File: src/rtl/ingress_credit_injector_if.sv
// Source-side handshake and downstream FIFO push/pop bundle for the ingress credit injector.
interface ingress_credit_injector_if #(
    parameter int NUM_REQS = 4,
    parameter int WIDTH    = 8
) ();
    logic [NUM_REQS-1:0]       src_vld;
    logic [NUM_REQS*WIDTH-1:0] src_data;
    logic [NUM_REQS-1:0]       src_rdy;
    logic [NUM_REQS-1:0]       pop;
    logic [NUM_REQS-1:0]       push;
    logic [NUM_REQS*WIDTH-1:0] flat_data_in;

    modport master (
        output src_vld, src_data, pop,
        input  src_rdy, push, flat_data_in
    );

    modport slave (
        input  src_vld, src_data, pop,
        output src_rdy, push, flat_data_in
    );
endinterface

File: src/rtl/ingress_credit_injector.sv
// Per-lane credit-gated packet injector into downstream FIFOs, with a one-shot
// magic-packet tag on the first lane-0 beat after arm.
module ingress_credit_injector #(
    parameter int NUM_REQS = 4,
    parameter int WIDTH    = 8,
    parameter int DEPTH    = 8,
    parameter int CNTWID   = $clog2(DEPTH + 1)
) (
    input  logic                       clk,
    input  logic                       rst,
    ingress_credit_injector_if.slave   bus,
    input  logic                       arm,
    output logic                       start,
    output logic [NUM_REQS*CNTWID-1:0] credits,
    output logic                       credit_err
);

    localparam logic [CNTWID-1:0] DEPTH_C = CNTWID'(DEPTH);
    localparam logic [CNTWID-1:0] ONE_C   = CNTWID'(1);
    localparam logic [CNTWID-1:0] ZERO_C  = CNTWID'(0);

    typedef enum logic [1:0] {
        ST_IDLE  = 2'd0,
        ST_ARMED = 2'd1,
        ST_SENT  = 2'd2
    } state_e;

    logic                       run_r;
    logic [CNTWID-1:0]          credit_r     [NUM_REQS];
    logic [CNTWID-1:0]          credit_nxt_s [NUM_REQS];
    logic [NUM_REQS-1:0]        rdy_s;
    logic [NUM_REQS-1:0]        accept_s;
    logic [NUM_REQS-1:0]        pop_s;
    logic [NUM_REQS-1:0]        ovf_s;
    logic                       arm_s;
    logic [NUM_REQS-1:0]        push_r;
    logic [NUM_REQS*WIDTH-1:0]  data_r;
    logic                       start_r;
    logic                       err_r;
    logic                       tag_s;
    logic [NUM_REQS*CNTWID-1:0] credits_s;
    state_e                     state_r;
    state_e                     state_nxt_s;

    // Reset release is taken on the first clock edge; until then no lane accepts or counts pops.
    always_ff @(posedge clk or negedge rst) begin
        if (!rst) begin
            run_r <= 1'b0;
        end else begin
            run_r <= 1'b1;
        end
    end

    // Lane readiness, accept and qualified credit return.
    always_comb begin
        for (int i = 0; i < NUM_REQS; i++) begin
            rdy_s[i]    = run_r & (credit_r[i] != ZERO_C);
            accept_s[i] = bus.src_vld[i] & rdy_s[i];
            pop_s[i]    = bus.pop[i] & run_r;
        end
        arm_s = arm & run_r;
    end

    // Next credit per lane; a pop at full credit saturates and flags overflow.
    always_comb begin
        for (int i = 0; i < NUM_REQS; i++) begin
            credit_nxt_s[i] = credit_r[i];
            ovf_s[i]        = pop_s[i] & (credit_r[i] == DEPTH_C);
            case ({accept_s[i], pop_s[i]})
                2'b10: credit_nxt_s[i] = credit_r[i] - ONE_C;
                2'b01: begin
                    if (credit_r[i] == DEPTH_C) begin
                        credit_nxt_s[i] = credit_r[i];
                    end else begin
                        credit_nxt_s[i] = credit_r[i] + ONE_C;
                    end
                end
                default: credit_nxt_s[i] = credit_r[i];
            endcase
        end
    end

    // Credit counters and sticky overflow flag.
    always_ff @(posedge clk or negedge rst) begin
        if (!rst) begin
            for (int i = 0; i < NUM_REQS; i++) begin
                credit_r[i] <= DEPTH_C;
            end
            err_r <= 1'b0;
        end else begin
            for (int i = 0; i < NUM_REQS; i++) begin
                credit_r[i] <= credit_nxt_s[i];
            end
            err_r <= err_r | (|ovf_s);
        end
    end

    // Registered push/data towards the FIFOs; data holds when a lane does not push.
    always_ff @(posedge clk or negedge rst) begin
        if (!rst) begin
            push_r  <= '0;
            data_r  <= '0;
            start_r <= 1'b0;
        end else begin
            push_r  <= accept_s;
            start_r <= tag_s;
            for (int i = 0; i < NUM_REQS; i++) begin
                if (accept_s[i]) begin
                    data_r[i*WIDTH +: WIDTH] <= bus.src_data[i*WIDTH +: WIDTH];
                end
            end
        end
    end

    // Magic-tag FSM state register.
    always_ff @(posedge clk or negedge rst) begin
        if (!rst) begin
            state_r <= ST_IDLE;
        end else begin
            state_r <= state_nxt_s;
        end
    end

    // Magic-tag FSM next state; only lane 0 can consume the arm.
    always_comb begin
        state_nxt_s = state_r;
        case (state_r)
            ST_IDLE: begin
                if (arm_s && accept_s[0]) begin
                    state_nxt_s = ST_SENT;
                end else if (arm_s) begin
                    state_nxt_s = ST_ARMED;
                end else begin
                    state_nxt_s = ST_IDLE;
                end
            end
            ST_ARMED: begin
                if (accept_s[0]) begin
                    state_nxt_s = ST_SENT;
                end else begin
                    state_nxt_s = ST_ARMED;
                end
            end
            ST_SENT: state_nxt_s = ST_SENT;
            default: state_nxt_s = ST_IDLE;
        endcase
    end

    // Magic-tag FSM output: tag the lane-0 beat being accepted this cycle.
    always_comb begin
        tag_s = 1'b0;
        case (state_r)
            ST_IDLE:  tag_s = accept_s[0] & arm_s;
            ST_ARMED: tag_s = accept_s[0];
            default:  tag_s = 1'b0;
        endcase
    end

    // Lane-ordered packing of the credit counters.
    always_comb begin
        credits_s = '0;
        for (int i = 0; i < NUM_REQS; i++) begin
            credits_s[i*CNTWID +: CNTWID] = credit_r[i];
        end
    end

    assign bus.src_rdy      = rdy_s;
    assign bus.push         = push_r;
    assign bus.flat_data_in = data_r;
    assign start            = start_r;
    assign credits          = credits_s;
    assign credit_err       = err_r;

endmodule

File: src/flat_wrapper.sv
// flat-port wrapper written by rule: the top's interface ports become plain ports
module ingress_credit_injector_flat 
#(
    parameter int NUM_REQS = 4,
    parameter int WIDTH    = 8,
    parameter int DEPTH    = 8,
    parameter int CNTWID   = $clog2(DEPTH + 1)
)
  (clk, rst, arm, start, credits, credit_err, bus_src_vld, bus_src_data, bus_pop, bus_src_rdy, bus_push, bus_flat_data_in);
  ingress_credit_injector_if #(.NUM_REQS(NUM_REQS), .WIDTH(WIDTH)) bus_i ();
  input  logic clk;
  input  logic rst;
  input  logic arm;
  output logic start;
  output logic [NUM_REQS*CNTWID-1:0] credits;
  output logic credit_err;
  input wire logic [$bits(bus_i.src_vld)-1:0] bus_src_vld;
  input wire logic [$bits(bus_i.src_data)-1:0] bus_src_data;
  input wire logic [$bits(bus_i.pop)-1:0] bus_pop;
  output wire logic [$bits(bus_i.src_rdy)-1:0] bus_src_rdy;
  output wire logic [$bits(bus_i.push)-1:0] bus_push;
  output wire logic [$bits(bus_i.flat_data_in)-1:0] bus_flat_data_in;
  assign bus_i.src_vld = bus_src_vld;
  assign bus_i.src_data = bus_src_data;
  assign bus_i.pop = bus_pop;
  assign bus_src_rdy = bus_i.src_rdy;
  assign bus_push = bus_i.push;
  assign bus_flat_data_in = bus_i.flat_data_in;
  ingress_credit_injector #(.NUM_REQS(NUM_REQS), .WIDTH(WIDTH), .DEPTH(DEPTH), .CNTWID(CNTWID)) u_core (.clk(clk), .rst(rst), .bus(bus_i), .arm(arm), .start(start), .credits(credits), .credit_err(credit_err));
endmodule
File: config.mk
export PLATFORM = sky130hd
export DESIGN_NAME = ingress_credit_injector_flat
export DESIGN_NICKNAME = d
export VERILOG_FILES = /design/src/rtl/ingress_credit_injector_if.sv /design/src/rtl/ingress_credit_injector.sv /design/src/flat_wrapper.sv
export SDC_FILE = /design/constraint.sdc
export NUM_CORES = 1
export LEC_CHECK = 0
export BUFFER_PORTS_ARGS = -buffer_cell sky130_fd_sc_hd__buf_2
export CORE_MARGIN = 3
export CORE_UTILIZATION = 48
export DETAILED_ROUTE_END_ITERATION = 6
export HOLD_SLACK_MARGIN = 0.15
export PLACE_DENSITY_LB_ADDON = 0.05
export SYNTH_ARGS = -nofsm -noshare
export SYNTH_HDL_FRONTEND = slang
export SYNTH_SLANG_ARGS = --single-unit
export TNS_END_PERCENT = 10
File: constraint.sdc
create_clock -name clk -period 3.85 [get_ports clk]
set_clock_uncertainty 0.1 [all_clocks]
set_input_delay 0.385 -clock clk [delete_from_list [all_inputs] [get_ports clk]]
set_output_delay 0.385 -clock clk [all_outputs]
set_load 0.005 [all_outputs]
==> metrics, run 1 <==
die area 6930 um^2; I/O Pins 101; sw frac 0.332; port buffer count 100; CP required 4.02 ns; Inserted Clock Buffers 9; # diodes 0; Num Clock Sinks 57; CTS resizes 0; layout cell share with drive strength beyond 1 0.439; CTS tree done; Worst Tran Pin Value 0.631 ns; site row count 27; internal power 1.74 mW; headroom to the max-slew limit 0.579; WL final 6330 um; Synth area leader dfrtp_1; number of synthesized flops with an enable pin 0; ANT nets after route 0; Placed Instance Area approximately 3400 um^2; Core ar. 5640 um^2; pre-CTS WS 0.872 ns; max-cap violations 0; Die H 83.3 um; post-route cell area 3740 um^2; launch point of the worst hold path bus_src_data[3]; initial core utilization 0.508; RePlAce Congestion 0.805; Post-layout nets around 410; Vias roughly 2,300; Post-Route Setup TNS 0 ns; PwrDens 697 nW/um^2; YS warnings 0; grt total ovfl 0; Fmax 0.334 GHz; RSZ-0062 raised after global routing false; Netlist cell types 45; drt first pass iters 4; first-pass GRT wire length 10,900 um; worst flop-to-flop path startpoint u_core.credits[4]; WL met1 2800 um; register area share after synthesis 0.500; crit path DAT between 3 and 4 ns; CP Class flip-flop to flip-flop; Leakage 1.82 nW; FF-to-FF setup slack 0.86 ns; ranking of synthesized cells by area dfrtp_1 (46%), mux2_2 (9.4%), nand2_1 (4.1%); setup bufs post-CTS 0; ys flop type dfrtp_1; largest net degree at the start of global routing 32; worst min path class primary input to flip-flop; crit share post-route 0.778; met2 wire len ~3000 um; Tmin final ~3.0 ns; fin util 0.663; hold-critical path depth 3; Max Buffers Root-to-Sink 2; WL/cell 14.6 um; flop and latch count out of synthesis 57; uppermost routed layer met4; Synth Net Count 300; NetSw 0.867 mW; CP Max Fanout 11; worst vdd ir between 0.3 and 0.4 mV; Comb power frac 0.342; Via-to-Cell Ratio 5.27; WL met3 420 um; Cell Area, Synth 2870 um^2; Synth top area share 0.463; Crit. Startpoint u_core.credits[4]; worst setup margin roughly 0.86 ns; CTS clock-pin slew for the worst setup and hold paths 0.06 ns; clock power share 0.261; Total GRT Usage 0.194; clock latency at the later pin of the worst-skew pair 0.32 ns; R2R depth 8; vias in the first global route 2,347; status complete, no violations; CTS root buf clkbuf_8; sequential share of power 0.396; area delta synth->final 30.6%; die width 83.3 um; post-DP HPWL 4520 um; Setup violations, final 0; Final Hold Slack 0.167 ns; Syn Inst Count approximately 250; count of pins over their slew limit 0; First DRT Iteration DRCs 94; initial antenna violation count 0; Hold Vio Cnt, Final 0; crit end category flip-flop; DRC Markers 0; syn_area_per_cell 11.7 um^2; Critical R2R Capture u_core.credits[7]; CTS HTree Levels 3; hold endpoint u_core.bus.flat_data_in[3]; FFs w/ async S/R, synth 1.00; Worst Setup Start Kind flip-flop
area by class of cell:
cell class,count,area (um^2)
Clock inverter,5,103
Fill cell,469,1900
Tap cell,72,90.1
Multi-Input combinational cell,171,1350
Inverter,7,26.3
Sequential cell,57,1430
Clock buffer,11,141
Timing Repair Buffer,111,603
sequential cells by signal (all words and copies together), names as in the netlist:
name and flops:
u_core.bus.flat_data_in 32, u_core.bus.push 4, u_core.credit_err 1, u_core.credits 16, u_core.run_r 1, u_core.start 1
u_core.state_r 2
cell usage after synthesis (all sizes together) (5+ instances only):
cell / count
ha: 8
nand3: 11
nand2: 33
mux2: 31
inv: 7
xor2: 10
buf: 8
nor3: 7
nor2: 6
a211oi: 5
a31oi: 5
dfrtp: 53
a21oi: 7
a21o: 5
kinds of logic after synthesis:
family | count (synthesis) | share of synthesized area
buffers and inverters | 17 | 0.0301
other | 1 | 0.00131
AND/OR/NAND/NOR | 69 | 0.114
XOR/XNOR | 11 | 0.0336
AO/OA/AOI/OAI | 43 | 0.114
flip-flops | 57 | 0.500
adder cells (fa/ha/maj) | 12 | 0.0629
multiplexers | 35 | 0.145
cell usage in the layout (no fill, tap or decap), types with 8 or more instances in the layout:
| master | Yosys | routed |
|---|---|---|
| clkbuf_8 | 0 | 10 |
| nand3_1 | 11 | 11 |
| xor2_1 | 10 | 10 |
| ha_1 | 8 | 8 |
| buf_2 | 3 | 100 |
| dlygate4sd3_1 | 0 | 8 |
| nand2_1 | 31 | 31 |
| mux2_2 | 24 | 24 |
| dfrtp_1 | 53 | 53 |
per-stage QoR:
| stage | cells | total power [mW] |
|---|---|---|
| after floorplan | 245 | 1.58 |
| after global placement | 410 | 1.91 |
| after detailed placement | 410 | 1.93 |
| after CTS | 434 | 2.63 |
| after global routing | 434 | 2.80 |
| final | 434 | 2.61 |
power by group through the flow:
| stage | clock network [mW] | registers, mW | logic [mW] |
|---|---|---|---|
| finish | 0.682 | 1.03 | 0.893 |
| global route | 0.727 | 1.07 | 1.01 |
| CTS | 0.696 | 1.03 | 0.903 |
| detailed placement | 0 | 1.04 | 0.895 |
| global placement | 0 | 1.03 | 0.879 |
| floorplan | 0 | 1.01 | 0.573 |
worst max-delay path by stage:
stage	end	depth (start not counted)
final	u_core.credits[7]	8
after global routing	u_core.credits[7]	8
after CTS	u_core.credits[7]	8
after detailed placement	u_core.credits[7]	8
after global placement	u_core.credits[7]	8
after floorplan	u_core.credits[7]	10
worst max-delay path, stage by stage (launching register included):
cell and delay [ns]:
dfrtp_1 0.45, or3_1 0.53, o211a_4 0.36, nand3b_1 0.24, ha_1 0.37, a21oi_1 0.29, a41oi_1 0.17, a211oi_1 0.26
o22a_1 0.18
layer usage:
metal / global-route usage / up-vias
met5: 0 / -
met4: 0.0773 / 0
met3: 0.0605 / 7
met2: 0.305 / 69
met1: 0.249 / 1107
li1: - / 1106
repair_timing:
action | CTS | global route
endpoints found under the setup margin | 0 | 0
hold buffers | 8 | 0
hold endpoints to repair | 33 | 0
(Power assumes the default switching activity.)
==> inputs of run 2 (changes only) <==
ABC_AREA = 1   (was not set)
clock period = 3.1 ns   (was 3.85 ns; I/O delays follow)
==> run 2 against run 1 <==
- via count grew 11%
- wire length grew 0.74%
- count of clock-buffer cells in the layout grew 2
- largest power group unchanged
==> metrics, run 2 <==
status complete, no violations; Fmax between 0.4 and 0.5 GHz; drt first pass iters 6; Multi-input gate area roughly 1200 um^2; WL final between 6000 and 7000 um; Vias 2,539; FF-to-FF setup slack just over 0.6 ns; Sequential Area 1430 um^2; Tmin final 2.49 ns; crit path DAT 2.65 ns; cell with the most instances after synthesis nand2_1; max-cap violations 0; worst setup margin 0.605 ns; CP Max Fanout 17; flop and latch count out of synthesis 57; Post-Route Setup TNS 0 ns; WL/cell ~12 um; register area share after synthesis 0.509; First DRT Iteration DRCs around 70; largest family of logic cells by synthesized area simple AND/OR/NAND/NOR gates; clock latency at the later pin of the worst-skew pair 0.32 ns; most frequent cells after synthesis nand2_1 (147), dfrtp_1 (53), inv_1 (30); CTS HTree Levels 3; RePlAce Congestion 0.810; DRC Markers 0; FFs w/ async S/R, synth 1.00; grt total ovfl 0; Num Clock Sinks 57; initial antenna violation count 0; non-filler cells in the finished layout 546; CP Class flip-flop to flip-flop; number of synthesized flops with an enable pin 0; initial core utilization 0.505; CP required 3.25 ns; CTS clock-pin slew for the worst setup and hold paths 0.06 ns; synthesized-area fraction occupied by and/or/nand/nor cells 0.309; YS warnings 0; post-route cell area 3860 um^2; Post-layout nets between 500 and 600; port buffer count 100; ordered cell list for the critical path nand3_2 -> nand2_1 -> ha_1 -> nand2_1 -> nand2_1 -> a21oi_1 -> inv_1 -> nand2_1 -> nand3_1 -> nand2_1 -> nand2_1; multiplexer share of the synthesized area 0; headroom to the max-slew limit 0.580; setup bufs post-CTS 0; CTS root buf clkbuf_8; most common cell after layout, fill and taps aside nand2_1; Worst Setup Start Kind flip-flop; delay-heaviest family, CP simple AND/OR/NAND/NOR gates; placed cells approximately 500; Inserted Clock Buffers 9; post-DP HPWL 4440 um; Max Buffers Root-to-Sink 2; I/O Pins 101; # diodes 0; worst vdd ir 0.510 mV; Leakage between 2 and 2.5 nW; Synth Area in Compound Gates 0.0209; Placed Instance Area 3350 um^2; leading cell types in the layout, fill and taps excluded nand2_1 (147), buf_2 (100), dfrtp_1 (53); Via-to-Cell Ratio roughly 4.7; CTS tree done; Syn Inst Count about 330; Post-Synth Adder-Cell Area 0.0640; count of pins over their slew limit 0; Critical path buffers and inverters 1; Worst Tran Pin Value approximately 0.63 ns; die width 82.6 um; first-pass GRT wire length 10,800 um; Die H 82.6 um; xor-xnor portion of the synthesized cell area 0.0249; number of flip-flops in the largest register 32; site row count 27; Post-CTS Hold Fix Bufs 33; Setup violations, final 0; die area 6820 um^2; worst min path class primary input to flip-flop; vias in the first global route 2,442; Hold Vio Cnt, Final 0; CP max-delay cell dfrtp_1; Core ar. 5570 um^2; Total GRT Usage 0.206; ranking of synthesized cells by area dfrtp_1 (47%), nand2_1 (20%), inv_1 (4.0%); most used cell, CP nand2_1; Slowest Stage Delay on Critical Path approximately 0.74 ns; ANT nets after route 0; fin util 0.692; Cell Area, Synth 2810 um^2; layout cell share with drive strength beyond 1 0.304; pre-CTS WS ~0.65 ns; PwrDens 813 nW/um^2; # fillers ~480; Netlist cell types 25; Synth Net Count ~380; RSZ-0062 raised after global routing false; Synth area leader dfrtp_1; ys flop type dfrtp_1; CTS resizes 0; largest net degree at the start of global routing 37; syn_area_per_cell 8.55 um^2; Synth top area share 0.471; crit share post-route 0.805; crit end category flip-flop; area delta synth->final 37.1%
[run 2: cell count changes in the layout (fill, tap and decap cells not counted), moves of 6 or more]
cell           previous run  this run
nand2_2                   2         8
nand3_2                   0         6
nand2_1                  31       147
dlygate4sd3_1             8        33
mux2_4                    7         0
nand4_1                   0         8
mux2_2                   24         0
nand3_1                  11        17
nor3_1                    7         1
inv_1                     6        30
[run 2: area by class of cell]
cell class | count | share of cell area
clock buffer | 13 | 0.0412
clock inverter | 3 | 0.00389
inverter | 35 | 0.0347
multi-input combinational | 231 | 0.307
sequential | 57 | 0.371
tap | 72 | 0.0233
timing repair buffer | 135 | 0.219
[run 2: final timing paths]
kind / cells past startpoint / from / end
max in group asynchronous: 3 / rst / u_core.credits[11]
worst max register to register: 11 / u_core.run_r / u_core.credits[11]
worst min register to register: 2 / u_core.bus.flat_data_in[7] / u_core.bus.flat_data_in[7]
worst max-delay path: 11 / u_core.run_r / u_core.credits[11]
worst min-delay path: 5 / arm / u_core.state_r[0]
min in group asynchronous: 2 / rst / u_core.bus.flat_data_in[31]
[run 2: per-stage QoR]
stage               hold WS [ns]  power (mW)
floorplan                -0.0856        2.04
global placement           0.207        2.48
detailed placement         0.203        2.52
CTS                        0.242        3.17
global route               0.264        3.46
finish                     0.252        3.14
[run 2: logic make-up (layout without fill, tap and decap cells)]
family	count (synthesis)	count (layout)
buf+inv	41	186
flops	57	57
fa+ha+maj	12	12
compound gates	11	11
simple gates	199	199
xor+xnor	8	8
other cells	1	1
[run 2: worst register-to-register path: cells and delay by family, from the launching register on]
family / cells / cell delay (ns)
and+or+nand+nor: 8 / 1.04
DFF: 1 / 0.74
adders and majority gates: 1 / 0.29
AOI/OAI and AO/OA: 1 / 0.18
buffers and inverters: 1 / 0.07
[run 2: report_power, final]
| part | switching, mW | leakage [nW] | internal [mW] |
|---|---|---|---|
| Clock | 0.276 | 0.0932 | 0.330 |
| Sequential | 0.253 | 0.696 | 1.04 |
| Combinational | 0.670 | 1.41 | 0.569 |
| Total | 1.20 | 2.20 | 1.94 |
[run 2: layer usage]
metal  vias to the layer above  GRT usage  part of all wire
met4                         0     0.0703            0.0096
met1                      1166      0.260              0.44
met5                         -          0                 0
li1                       1299          -                 -
met3                         6     0.0477             0.054
met2                        68      0.346              0.49
==> inputs of run 3 (changes only) <==
clock period = 2.4 ns   (was 3.1 ns; I/O delays follow)
==> run 3 against run 2 <==
- count of clock-buffer cells in the layout did not move
- first-iteration DRC count up 46%
- final cell count up 0.73%
- maximum frequency up 15%
- flip-flop and latch count unchanged
- sequential power increased by 29%
- critical path type unchanged
- largest power group unchanged
- highest routed layer unchanged
==> metrics, run 3 (synthesized netlist as in run 2, its figures left out) <==
CTS HTree Levels 3; # diodes 0; PwrDens around 1100 nW/um^2; initial core utilization 0.505; hold endpoint u_core.credit_err; ANT nets after route 0; post-DP HPWL 4450 um; CTS root buf clkbuf_8; I/O Pins 101; Post-Route Setup TNS 0 ns; # fillers between 400 and 500; WL final 6540 um; crit share post-route 0.902; clock latency at the later pin of the worst-skew pair 0.33 ns; Post-layout nets 528; Leakage 2.24 nW; CTS clock-pin slew for the worst setup and hold paths 0.06 ns; Hold Vio Cnt, Final 0; crit path DAT 2.32 ns; count of pins over their slew limit 0; number of flip-flops in the largest register 32; Setup violations, final 0; crit end category flip-flop; Critical R2R Capture u_core.credits[15]; vias in the first global route 2,431; leading cell types in the layout, fill and taps excluded nand2_1 (146), buf_2 (100), dfrtp_1 (53); worst vdd ir 0.626 mV; RePlAce Congestion 0.825; drt first pass iters 4; worst setup margin 0.235 ns; CP Class flip-flop to flip-flop; die area between 6000 and 7000 um^2; worst min path class primary input to flip-flop; hold-critical path depth 3; die width 82.6 um; status complete, no violations; Worst Setup Start Kind flip-flop; CP Max Fanout 12; area delta synth->final 39.7%; Max Buffers Root-to-Sink 2; launch point of the worst hold path bus_pop[2]; R2R depth 13; Tmin final 2.16 ns; CTS tree done; Core ar. 5570 um^2; grt total ovfl 0; Die H roughly 83 um; Num Clock Sinks 57; First DRT Iteration DRCs between 100 and 150; worst flop-to-flop path startpoint u_core.credits[15]; port buffer count 100; RSZ-0062 raised after global routing false; FF-to-FF setup slack 0.24 ns; layout cell share with drive strength beyond 1 0.310; Fmax 0.462 GHz; max-cap violations 0; largest net degree at the start of global routing between 50 and 60; DRC Markers 0; CP required between 2 and 3 ns; Total GRT Usage 0.206; most common cell after layout, fill and taps aside nand2_1; Via-to-Cell Ratio 4.71; first-pass GRT wire length around 11,000 um; pre-CTS WS between 0.15 and 0.2 ns; Inserted Clock Buffers 9; site row count 27; WL/cell 11.9 um; Vias 2,588; initial antenna violation count 0
[run 3: changes by cell type in the layout (fill, tap and decap cells not counted)]
cell | previous run | this run
buf_4 | 2 | 4
buf_12 | 0 | 1
bufinv_16 | 0 | 1
clkinv_2 | 3 | 2
dlygate4sd3_1 | 33 | 34
nand2_1 | 147 | 146
nand2_2 | 8 | 9
[run 3: timing repair]
item,in CTS,in global routing
setup buffers,0,0
endpoints found under the hold margin,90,0
setup endpoints to repair,0,1
resized for setup,0,1
hold buffers,34,0
[run 3: metal layers]
metal  track usage  part of all wire  wire length, um  vias to the layer above
met5             0                 0                0                        -
met4        0.0964             0.018              120                        0
met3        0.0380             0.055              357                       12
met2         0.345              0.49             3190                       73
met1         0.259              0.44             2870                     1195
li1              -                 -                -                     1308
[run 3: worst max-delay path: stages (launching register included)]
cell and delay [ns]:
dfstp_2 0.56, nor2_1 0.06, nand2_2 0.10, nand3_4 0.17
nand2_2 0.15, ha_1 0.28, nand2_1 0.09, nand2_1 0.05
a21oi_1 0.20, inv_1 0.07, nand2_1 0.08, nand3_1 0.08
nand2_1 0.06, nand2_1 0.04
[run 3: through the flow]
step,total power [mW],instance area (um^2),std cells,util,hold slack (ns)
after global routing,4.58,3930,550,0.705,0.201
after floorplan,2.64,2810,329,-,-0.156
after CTS,4.23,3930,550,0.705,0.164
final,4.19,3930,550,0.705,0.178
after detailed placement,3.27,3390,500,0.608,0.166
after global placement,3.22,3390,500,0.608,0.169
[run 3: power by group]
group          switching [mW]  leakage (nW)  internal, mW  total (mW)
Combinational           0.881          1.44         0.749        1.63
Clock                   0.360         0.103         0.533       0.893
Sequential              0.320         0.696          1.35        1.67
Total                    1.56          2.24          2.63        4.19
[run 3: area by class of cell]
| type | count | area [um^2] | area share |
|---|---|---|---|
| well taps | 72 | 90.1 | 0.0229 |
| clock inverters | 3 | 40.0 | 0.0102 |
| inverters | 35 | 134 | 0.0341 |
| multi-input cells | 231 | 1190 | 0.302 |
| flip-flops and latches | 57 | 1430 | 0.364 |
| repair buffers | 139 | 891 | 0.227 |
| clock buffers | 13 | 159 | 0.0404 |
[run 3: worst max-delay path by stage]
stage	from	to
after floorplan	u_core.credits[3]	u_core.credits[3]
after global placement	u_core.credits[12]	u_core.credits[15]
after detailed placement	u_core.credits[12]	u_core.credits[15]
after CTS	u_core.credits[15]	u_core.credits[15]
after global routing	u_core.credits[12]	u_core.credits[15]
final	u_core.credits[15]	u_core.credits[15]
